--- config.mk ---
export PLATFORM = sky130hd
export DESIGN_NAME = exec_controller
export DESIGN_NICKNAME = d
export VERILOG_FILES = /design/src/rtl/exec_controller.sv
export SDC_FILE = /design/constraint.sdc
export NUM_CORES = 1
export LEC_CHECK = 0
export ABC_AREA = 0
export CORE_AREA = 2 2 64 66
export CTS_CLUSTER_SIZE = 40
export DETAILED_ROUTE_END_ITERATION = 10
export DIE_AREA = 0 0 66 68
export PLACE_DENSITY = 0.46
export SLEW_MARGIN = 10
export SYNTH_ARGS = -nofsm -noshare
export SYNTH_HDL_FRONTEND = slang
export SYNTH_SLANG_ARGS = --single-unit
--- constraint.sdc ---
create_clock -name CLK -period 2.02 [get_ports CLK]
set_clock_uncertainty 0.2 [all_clocks]
set_input_delay 0.303 -clock CLK [delete_from_list [all_inputs] [get_ports CLK]]
set_output_delay 0.303 -clock CLK [all_outputs]
set_load 0.05 [all_outputs]
--- src/rtl/exec_controller.sv ---
// Multi-cycle instruction sequencer: latches an instruction on a synchronized
// EXECUTE rise and steps T0..T3, driving bus, register-file and ALU controls.
module exec_controller #(
    parameter int SYNC_STAGES = 2
) (
    input  logic       CLK,
    input  logic       RST,
    input  logic       EXECUTE,
    input  logic [9:0] INSTR,
    output logic [1:0] TIME,
    output logic       DONE,
    output logic       EXT_OE,
    output logic       REG_OE,
    output logic       G_OE,
    output logic       RIN,
    output logic [2:0] WADDR,
    output logic [2:0] RADDR,
    output logic       AIN,
    output logic       GIN,
    output logic [3:0] ALU_OP
);

    typedef enum logic [1:0] {
        T0 = 2'd0,
        T1 = 2'd1,
        T2 = 2'd2,
        T3 = 2'd3
    } step_t;

    localparam logic [3:0] OP_LOAD = 4'd0;
    localparam logic [3:0] OP_COPY = 4'd1;

    step_t                  state_r;
    step_t                  state_next_s;
    logic [9:0]             ir_r;
    logic [SYNC_STAGES-1:0] sync_r;
    logic [SYNC_STAGES-1:0] fill_r;
    logic                   prev_r;
    logic                   sync_out_s;
    logic                   filled_s;
    logic                   rise_s;
    logic                   start_s;
    logic                   is_alu_s;
    logic [3:0]             op_s;
    logic [2:0]             rx_s;
    logic [2:0]             ry_s;

    assign sync_out_s = sync_r[SYNC_STAGES-1];
    assign filled_s   = fill_r[SYNC_STAGES-1];
    assign rise_s     = sync_out_s & ~prev_r;
    assign start_s    = rise_s & (state_r == T0);

    assign op_s     = ir_r[9:6];
    assign rx_s     = ir_r[5:3];
    assign ry_s     = ir_r[2:0];
    assign is_alu_s = (op_s >= 4'd2) && (op_s <= 4'd5);

    assign TIME = state_r;

    // EXECUTE synchronizer and edge detector. The previous-value flop is held
    // at 1 until the synchronizer has refilled after reset, so a button held
    // through reset never looks like a fresh rise.
    always_ff @(posedge CLK or posedge RST) begin
        if (RST) begin
            sync_r <= '0;
            fill_r <= '0;
            prev_r <= 1'b1;
        end else begin
            sync_r <= {sync_r[SYNC_STAGES-2:0], EXECUTE};
            fill_r <= {fill_r[SYNC_STAGES-2:0], 1'b1};
            prev_r <= filled_s ? sync_out_s : 1'b1;
        end
    end

    // Timestep register and instruction register.
    always_ff @(posedge CLK or posedge RST) begin
        if (RST) begin
            state_r <= T0;
            ir_r    <= 10'd0;
        end else begin
            state_r <= state_next_s;
            if (start_s) begin
                ir_r <= INSTR;
            end else begin
                ir_r <= ir_r;
            end
        end
    end

    // Next-step selection; every instruction ends by returning to T0.
    always_comb begin
        state_next_s = state_r;
        case (state_r)
            T0: begin
                if (start_s) begin
                    state_next_s = T1;
                end else begin
                    state_next_s = T0;
                end
            end
            T1: begin
                if (is_alu_s) begin
                    state_next_s = T2;
                end else begin
                    state_next_s = T0;
                end
            end
            T2:      state_next_s = T3;
            T3:      state_next_s = T0;
            default: state_next_s = T0;
        endcase
    end

    // Moore control outputs decoded from the current step and IR.
    always_comb begin
        DONE   = 1'b0;
        EXT_OE = 1'b0;
        REG_OE = 1'b0;
        G_OE   = 1'b0;
        RIN    = 1'b0;
        WADDR  = 3'd0;
        RADDR  = 3'd0;
        AIN    = 1'b0;
        GIN    = 1'b0;
        ALU_OP = op_s;
        case (state_r)
            T0: begin
                RADDR = ry_s;
            end
            T1: begin
                if (op_s == OP_LOAD) begin
                    EXT_OE = 1'b1;
                    RIN    = 1'b1;
                    WADDR  = rx_s;
                    DONE   = 1'b1;
                end else if (op_s == OP_COPY) begin
                    RADDR  = ry_s;
                    REG_OE = 1'b1;
                    RIN    = 1'b1;
                    WADDR  = rx_s;
                    DONE   = 1'b1;
                end else if (is_alu_s) begin
                    RADDR  = rx_s;
                    REG_OE = 1'b1;
                    AIN    = 1'b1;
                end else begin
                    DONE = 1'b1;
                end
            end
            T2: begin
                if (is_alu_s) begin
                    RADDR  = ry_s;
                    REG_OE = 1'b1;
                    GIN    = 1'b1;
                end else begin
                    RADDR = 3'd0;
                end
            end
            T3: begin
                if (is_alu_s) begin
                    G_OE  = 1'b1;
                    RIN   = 1'b1;
                    WADDR = rx_s;
                    DONE  = 1'b1;
                end else begin
                    DONE = 1'b0;
                end
            end
            default: begin
                DONE = 1'b0;
            end
        endcase
    end

endmodule

==> results of run 1 <==
## worst max path at each step
stage	slack (ps)	to	startpoint
after detailed placement	-3	RADDR[1]	ir_r[8]$_DFFE_PP0P_
after global routing	-280	EXT_OE	flip-flop
after CTS	-200	RADDR[1]	flip-flop
after floorplan	-170	RADDR[0]	TIME[0]$_DFF_PP0_
after global placement	2	RADDR[0]	ir_r[8]$_DFFE_PP0P_
final	-190	RADDR[1]	TIME[0]$_DFF_PP0_
## cells in the mapped netlist
library cell and instances:
and3_2 1, nand3_1 1, conb_1 1, inv_1 6, dfstp_2 1, o21ai_0 2
o22ai_1 3, buf_2 2, buf_4 4, xor2_2 1, nor3b_1 5, a21o_1 1
a221oi_1 1, a21oi_1 1, o2111ai_1 1, dfrtp_1 16, nand3b_1 1, ha_1 6
nand2b_1 7, a21oi_2 1, mux2_2 10, nor2_1 3, nor2b_1 3, mux2i_1 1
nand2_1 3
## where the power goes
group / switching [mW] / internal (mW)
Clock: 0.105 / 0.140
Sequential: 0.0509 / 0.393
Combinational: 0.326 / 0.242
Total: 0.482 / 0.774
## state kept, by name, indices dropped and copies added (netlist names), named ones only
name    flops
fill_r      2
sync_r      2
ir_r       10
TIME        1
prev_r      1
## layer usage
metal,up-vias,share of wire,GRT usage
met5,-,0,0
met4,0,0.0051,0.0230
met3,2,0.045,0.0345
met2,13,0.54,0.193
met1,350,0.41,0.120
li1,357,-,-
## per-stage QoR
| stage | utilization | TNS, ps | setup WS (ps) | area [um2] | cells |
|---|---|---|---|---|---|
| after floorplan | - | -1080 | -166 | 1040 | 82 |
| after global placement | 0.402 | 0 | 1.61 | 1550 | 169 |
| after detailed placement | 0.402 | -3.08 | -3.08 | 1550 | 169 |
| after CTS | 0.432 | -1500 | -205 | 1660 | 176 |
| after global routing | 0.448 | -2260 | -278 | 1730 | 175 |
| final | 0.448 | -1410 | -194 | 1730 | 175 |
## kinds of logic (layout without fill, tap and decap cells)
kind of cell,after synthesis,in the layout,share of synthesized area
compound gates,10,10,0.0737
xor+xnor,1,1,0.0177
fa+ha+maj,6,6,0.0819
buf+inv,12,55,0.0682
flops,17,17,0.465
mux,11,11,0.134
other cells,1,1,0.00409
simple gates,24,24,0.156
## what timing repair did
item / CTS / global route
cloned: 0 / 0
endpoints found under the setup margin: 13 / 12
buffers inserted: 3 / 0
resized for setup: 9 / 14
pin swaps: 6 / 2
## final cells by class
cell class	count	area [um2]	area share
Timing Repair Buffer	45	517	0.299
Sequential cell	17	432	0.250
Tap cell	50	62.6	0.0362
Multi-Input combinational cell	53	648	0.375
Clock buffer	4	45.0	0.0260
Inverter	6	25.0	0.0145
==> metrics, run 1 <==
Routed Antenna Nets 0; Startpoint Class flip-flop; Avg Cell Area, Syn 11.2 um2; root buffer cell clkbuf_8; H-tree levels 1; Die Wd 66 um; Critical Path Max Stage Delay 440 ps; CP Cell Sequence ha_4 > nor3b_4 > a221oi_4 > o22ai_4 > buf_6; # rows 23; slowest stage cell, crit path dfrtp_2; RSZ-0062 raised after global routing yes; vias 722; Yosys warnings 0; Hold Path Stages 0; status finished with violations; RD Place Congestion 0.726; maximum VDD drop 388 uV; worst reg-to-reg path cell count 6; residual DRC count 0; commonest non-fill, non-tap cell in the layout buf_4; Worst EP required 1520 ps; family with the most delay on the worst path compound AO/OA/AOI/OAI gates; static leakage power 0.724 nW; post-synth top area cell dfrtp_1; Cells after Synth 82; largest net degree at the start of global routing 18; CP max FO 4; Detailed Route WL 2150 um; IO Port Bufs 31; overall global routing resource usage 0.106; final setup margin -194 ps; ant diodes 0; Clock Sink Count 17; via/cell ratio 4.13; max-slew violations 0; Initial Util 0.238; Hold EP sync_r[1]$_DFF_PP0_; layout cell share with drive strength beyond 1 0.616; Worst-path clk slew 60 ps; hold_buf cts 0; First-pass DRT Iterations 2; routed len/inst 12.3 um; synth-to-layout area growth 88.5%; Mapped Nets 101; first-pass GRT wire length 3540 um; Worst R2R Start TIME[0]$_DFF_PP0_; Clock Path Buffers 2; IO Count 32; capture point of the worst reg-to-reg path ir_r[5]$_DFFE_PP0P_; worst skew pair latency 250 ps; WP depth 5; vias in the first global route 778; Die Footprint 4490 um2; Detailed Place HPWL 1720 um; Fill cells 362; commonest cells after routing, fill and taps aside 19 x buf_4, 12 x dfrtp_1, 12 x clkdlybuf4s50_1; largest cells by area after synthesis dfrtp_1 44%, mux2_2 12%, ha_1 8.2%, nand2b_1 4.8%, nor3b_1 4.1%; buffers plus inverters on the worst setup path 1; Worst Hold Class reg2reg; #FFs+latches synth 17; Core Box Area 3860 um2; Setup Viol. Count Final 9; fmax 452 MHz; Final Cycle Share 1.10; CP Capture Type primary output; Synth top area share 0.437; Pwr Total 1.26 mW; worst hold slack 152 ps; First DRT Iteration DRCs 11; total CTS buffers 3; sequential area share after synthesis 0.465; max-cap violations 0; count of cell types in the netlist 25; PwrDens 727 nW/um2; Die Ht 68 um; initial antenna violation count 0; Fin. Hold Viols 0; Nets 145; failing checks negative setup slack; Hold Startpoint sync_r[0]$_DFF_PP0_; CTS tree yes; Final min period 2210 ps; Arr. time, crit path 1710 ps; WS Path Type reg2out; Worst R2R Setup Slack 260 ps; total grt overflow 0; cell area after synthesis 917 um2
Note: power is estimated with default switching activity, not from simulation.
==> run 2: changes to the inputs <==
- CORE_AREA: 2 2 64 66 -> 2 2 53 55
- DIE_AREA: 0 0 66 68 -> 0 0 55 57
- PLACE_DENSITY: 0.46 -> 0.64
==> run 2 against run 1 <==
The run still ends with negative setup slack left. First-iteration DRC count decreased by 82%. Combinational power about the same. Total power decreased by 4.7%. Sequential share of layout area decreased by 0.054 points. Design area increased by 0.22%. Critical path depth unchanged. Non-clock buffer count increased by 4. Clock-buffer cell count unchanged. Clock power decreased by 24%. Fmax decreased by 2.8%. Die area decreased by 30%. Hold slack got worse by 130 ps. Highest routed layer unchanged.
==> metrics, run 2 (synthesized netlist as in run 1, its figures left out) <==
total grt overflow 0; Pint 0.713 mW; fraction of power consumed by sequential logic 0.369; H-tree levels 1; Comb pwr share 0.475; Clock power frac 0.156; vias in the first global route 779; multi-input logic area 649 um2; Fin. Hold Viols 0; IO Port Bufs 31; Detailed Route WL 2290 um; via/cell ratio 4.66; largest net degree at the start of global routing 11; Pwr Total 1.20 mW; vias 746; register area 432 um2; Worst-path clk slew 100 ps; CP Capture Type primary output; RSZ-0062 raised after global routing yes; final setup margin -257 ps; initial antenna violation count 0; Sw Pwr 0.484 mW; Arr. time, crit path 1770 ps; overall global routing resource usage 0.159; status finished with violations; hold_buf cts 0; commonest cells after routing, fill and taps aside 19 x buf_4, 12 x dfrtp_1, 12 x clkdlybuf4s50_1; static leakage power 0.732 nW; maximum VDD drop 604 uV; failing checks negative setup slack; First-pass DRT Iterations 3; Worst Hold Class in2async; Largest regs ir_r (10), fill_r (2), sync_r (2); Routed Antenna Nets 0; CP max FO 5; worst skew pair latency 290 ps; Initial Util 0.351; ant diodes 0; Detailed Place HPWL 1650 um; Final Cycle Share 1.13; Startpoint Class flip-flop; RD Place Congestion 0.779; Fill cells 207; First DRT Iteration DRCs 2; Post-Layout Cell Count 160; layout cell share with drive strength beyond 1 0.636; root buffer cell clkbuf_4; fmax 439 MHz; WS Path Type reg2out; # rows 19; Die Wd 55 um; Layout Utilization 0.663; CTS tree yes; Largest Register ir_r; max-slew violations 0; total CTS buffers 3; Setup Viol. Count Final 13; DP Worst Slack -26.0 ps; PwrDens 691 nW/um2; Die Footprint 3140 um2; residual DRC count 0; routed len/inst 14.3 um; Final min period 2280 ps; Die Ht 57 um; Core Box Area 2620 um2; Placed Cells 148; synth-to-layout area growth 88.9%; worst hold slack 23.3 ps; Worst EP required 1520 ps; first-pass GRT wire length 3580 um; Nets 149; Clock Path Buffers 2; Clock Sink Count 17; commonest non-fill, non-tap cell in the layout buf_4; sw frac 0.404; Largest register FFs 10; IO Count 32; max-cap violations 0
## run 2: area by class of cell
| type | count | area share |
|---|---|---|
| sequential | 17 | 0.249 |
| multi-input combinational | 53 | 0.375 |
| tap | 31 | 0.0224 |
| clock buffer | 4 | 0.0152 |
| inverter | 6 | 0.0144 |
| timing repair buffer | 49 | 0.324 |
## run 2: power by group through the flow
stage | logic [mW] | registers (mW) | clock network (mW)
detailed placement | 0.505 | 0.438 | 0
finish | 0.569 | 0.442 | 0.186
global route | 0.602 | 0.450 | 0.209
floorplan | 0.338 | 0.446 | 0
CTS | 0.552 | 0.436 | 0.191
global placement | 0.501 | 0.434 | 0
## run 2: worst max-delay path: stages (launching register included)
cell,delay [ps]
dfrtp_2,460
ha_4,190
nor3b_4,170
a221oi_4,350
o22ai_2,130
buf_6,170
## run 2: layer usage
| layer | share of wire | GRT usage | up-vias |
|---|---|---|---|
| met5 | 0 | 0 | - |
| met1 | 0.42 | 0.205 | 359 |
| li1 | - | - | 367 |
| met2 | 0.54 | 0.262 | 16 |
| met3 | 0.031 | 0.0236 | 4 |
| met4 | 0.014 | 0.0627 | 0 |
## run 2: path summary, 6_finish.rpt
| path | start | endpoint | slack [ps] | cells past startpoint |
|---|---|---|---|---|
| min reg2reg | sync_r[0]$_DFF_PP0_ | sync_r[1]$_DFF_PP0_ | 160 | 0 |
| max in group asynchronous | RST | ir_r[8]$_DFFE_PP0P_ | 1150 | 3 |
| min in group CLK | sync_r[0]$_DFF_PP0_ | sync_r[1]$_DFF_PP0_ | 160 | 0 |
| min | RST | fill_r[1]$_DFF_PP0_ | 20 | 2 |
| max | TIME[0]$_DFF_PP0_ | RADDR[2] | -260 | 5 |
| max reg2reg | TIME[0]$_DFF_PP0_ | ir_r[4]$_DFFE_PP0P_ | 190 | 6 |
## run 2: timing repair
action                                  CTS  global route
pin swaps                                 6             6
endpoints found under the setup margin   13            13
setup buffers                             6             4
gates cloned                              0             0
resized for setup                        14            14
## run 2: stage by stage
step | setup TNS, ps | area [um2]
after floorplan | -1080 | 1040
after global placement | 0 | 1510
after detailed placement | -56.2 | 1510
after CTS | -2000 | 1660
after global routing | -3090 | 1730
final | -2090 | 1730
==> run 3: changes to the inputs <==
- MAX_ROUTING_LAYER: default -> met4
==> run 3 against run 2 <==
The flow still finishes with violations (negative setup slack). Clock power is essentially flat. Global-route usage grew 0.47 points. Via count grew 0.13%. Hold slack is essentially flat.
==> metrics, run 3 (synthesized netlist as in run 1, its figures left out) <==
layout cell share with drive strength beyond 1 0.636; maximum VDD drop 605 uV; Detailed Place HPWL 1650 um; Arr. time, crit path 1770 ps; root buffer cell clkbuf_4; routed len/inst 14.3 um; largest net degree at the start of global routing 11; IO Count 32; max-cap violations 0; RD Place Congestion 0.789; ant diodes 0; Final min period 2280 ps; Nets 149; first-pass GRT wire length 3580 um; failing checks negative setup slack; static leakage power 0.732 nW; CTS tree yes; # rows 19; DP Worst Slack -26.0 ps; synth-to-layout area growth 88.9%; commonest cells after routing, fill and taps aside 19 x buf_4, 12 x dfrtp_1, 12 x clkdlybuf4s50_1; Die Wd 55 um; PwrDens 691 nW/um2; hold_buf cts 0; IO Port Bufs 31; Worst-path clk slew 100 ps; Core Box Area 2620 um2; Clock Sink Count 17; Detailed Route WL 2300 um; total CTS buffers 3; Worst R2R Start TIME[0]$_DFF_PP0_; Pwr Total 1.20 mW; Initial Util 0.351; Die Footprint 3140 um2; worst hold slack 23.4 ps; Clock Path Buffers 2; max-slew violations 0; final setup margin -257 ps; fmax 439 MHz; Post-Layout Cell Count 160; capture point of the worst reg-to-reg path ir_r[4]$_DFFE_PP0P_; Setup Viol. Count Final 13; CP max FO 5; total grt overflow 0; residual DRC count 0; initial antenna violation count 0; Largest register FFs 10; Largest regs ir_r (10), fill_r (2), sync_r (2); RSZ-0062 raised after global routing yes; H-tree levels 1; vias 747; Die Ht 57 um; overall global routing resource usage 0.163; vias in the first global route 779; WS Path Type reg2out; status finished with violations; worst reg-to-reg path cell count 6; commonest non-fill, non-tap cell in the layout buf_4; CP Capture Type primary output; Fin. Hold Viols 0; Worst Hold Class in2async; DP Area 1510 um2; Worst R2R Setup Slack 190 ps; Final Cycle Share 1.13; via/cell ratio 4.67; Largest Register ir_r; Routed Antenna Nets 0; Placed Cells 148; Startpoint Class flip-flop; Worst EP required 1520 ps; First DRT Iteration DRCs 2; First-pass DRT Iterations 3; fin area 1730 um2; worst skew pair latency 290 ps
run 3: cell counts in the layout (fill, tap and decap cells not counted):
Identical to the previous run, type by type.
run 3: how the worst max path moves through the flow:
stage / end / slack [ps] / from
final: RADDR[2] / -260 / TIME[0]$_DFF_PP0_
after global routing: RADDR[2] / -350 / flip-flop
after CTS: RADDR[0] / -270 / flip-flop
after detailed placement: RADDR[0] / -30 / TIME[0]$_DFF_PP0_
after global placement: RADDR[0] / 10 / TIME[0]$_DFF_PP0_
after floorplan: RADDR[0] / -170 / TIME[0]$_DFF_PP0_
run 3: final cells by class:
class | instances | area [um2]
Timing Repair Buffer | 49 | 562
Sequential cell | 17 | 432
Inverter | 6 | 25.0
Multi-Input combinational cell | 53 | 649
Fill cell | 207 | 882
Tap cell | 31 | 38.8
Clock buffer | 4 | 26.3
run 3: report_power, final:
| part | internal, mW | switching, mW | total, mW |
|---|---|---|---|
| clock | 0.0770 | 0.110 | 0.187 |
| sequential | 0.392 | 0.0503 | 0.442 |
| combinational | 0.244 | 0.325 | 0.569 |
| total | 0.713 | 0.484 | 1.20 |
run 3: metal layers:
metal,part of all wire,GRT usage
met5,0,-
met4,0.014,0.0627
met3,0.031,0.0236
met2,0.54,0.262
met1,0.42,0.205
run 3: through the flow:
stage,setup TNS (ps),util
after floorplan,-1080,-
after global routing,-3090,0.663
final,-2090,0.663
after global placement,0,0.578
after detailed placement,-56.2,0.578
after CTS,-2000,0.633
run 3: repair_timing:
action | 4_1_cts | 5_1_grt
setup endpoints to repair | 13 | 13
pin swaps | 6 | 6
resized for setup | 14 | 14
buffers inserted | 6 | 4
run 3: critical path: stages, from the launching register on:
cell      delay (ps)
dfrtp_2          460
ha_4             190
nor3b_4          170
a221oi_4         350
o22ai_2          130
buf_6            170
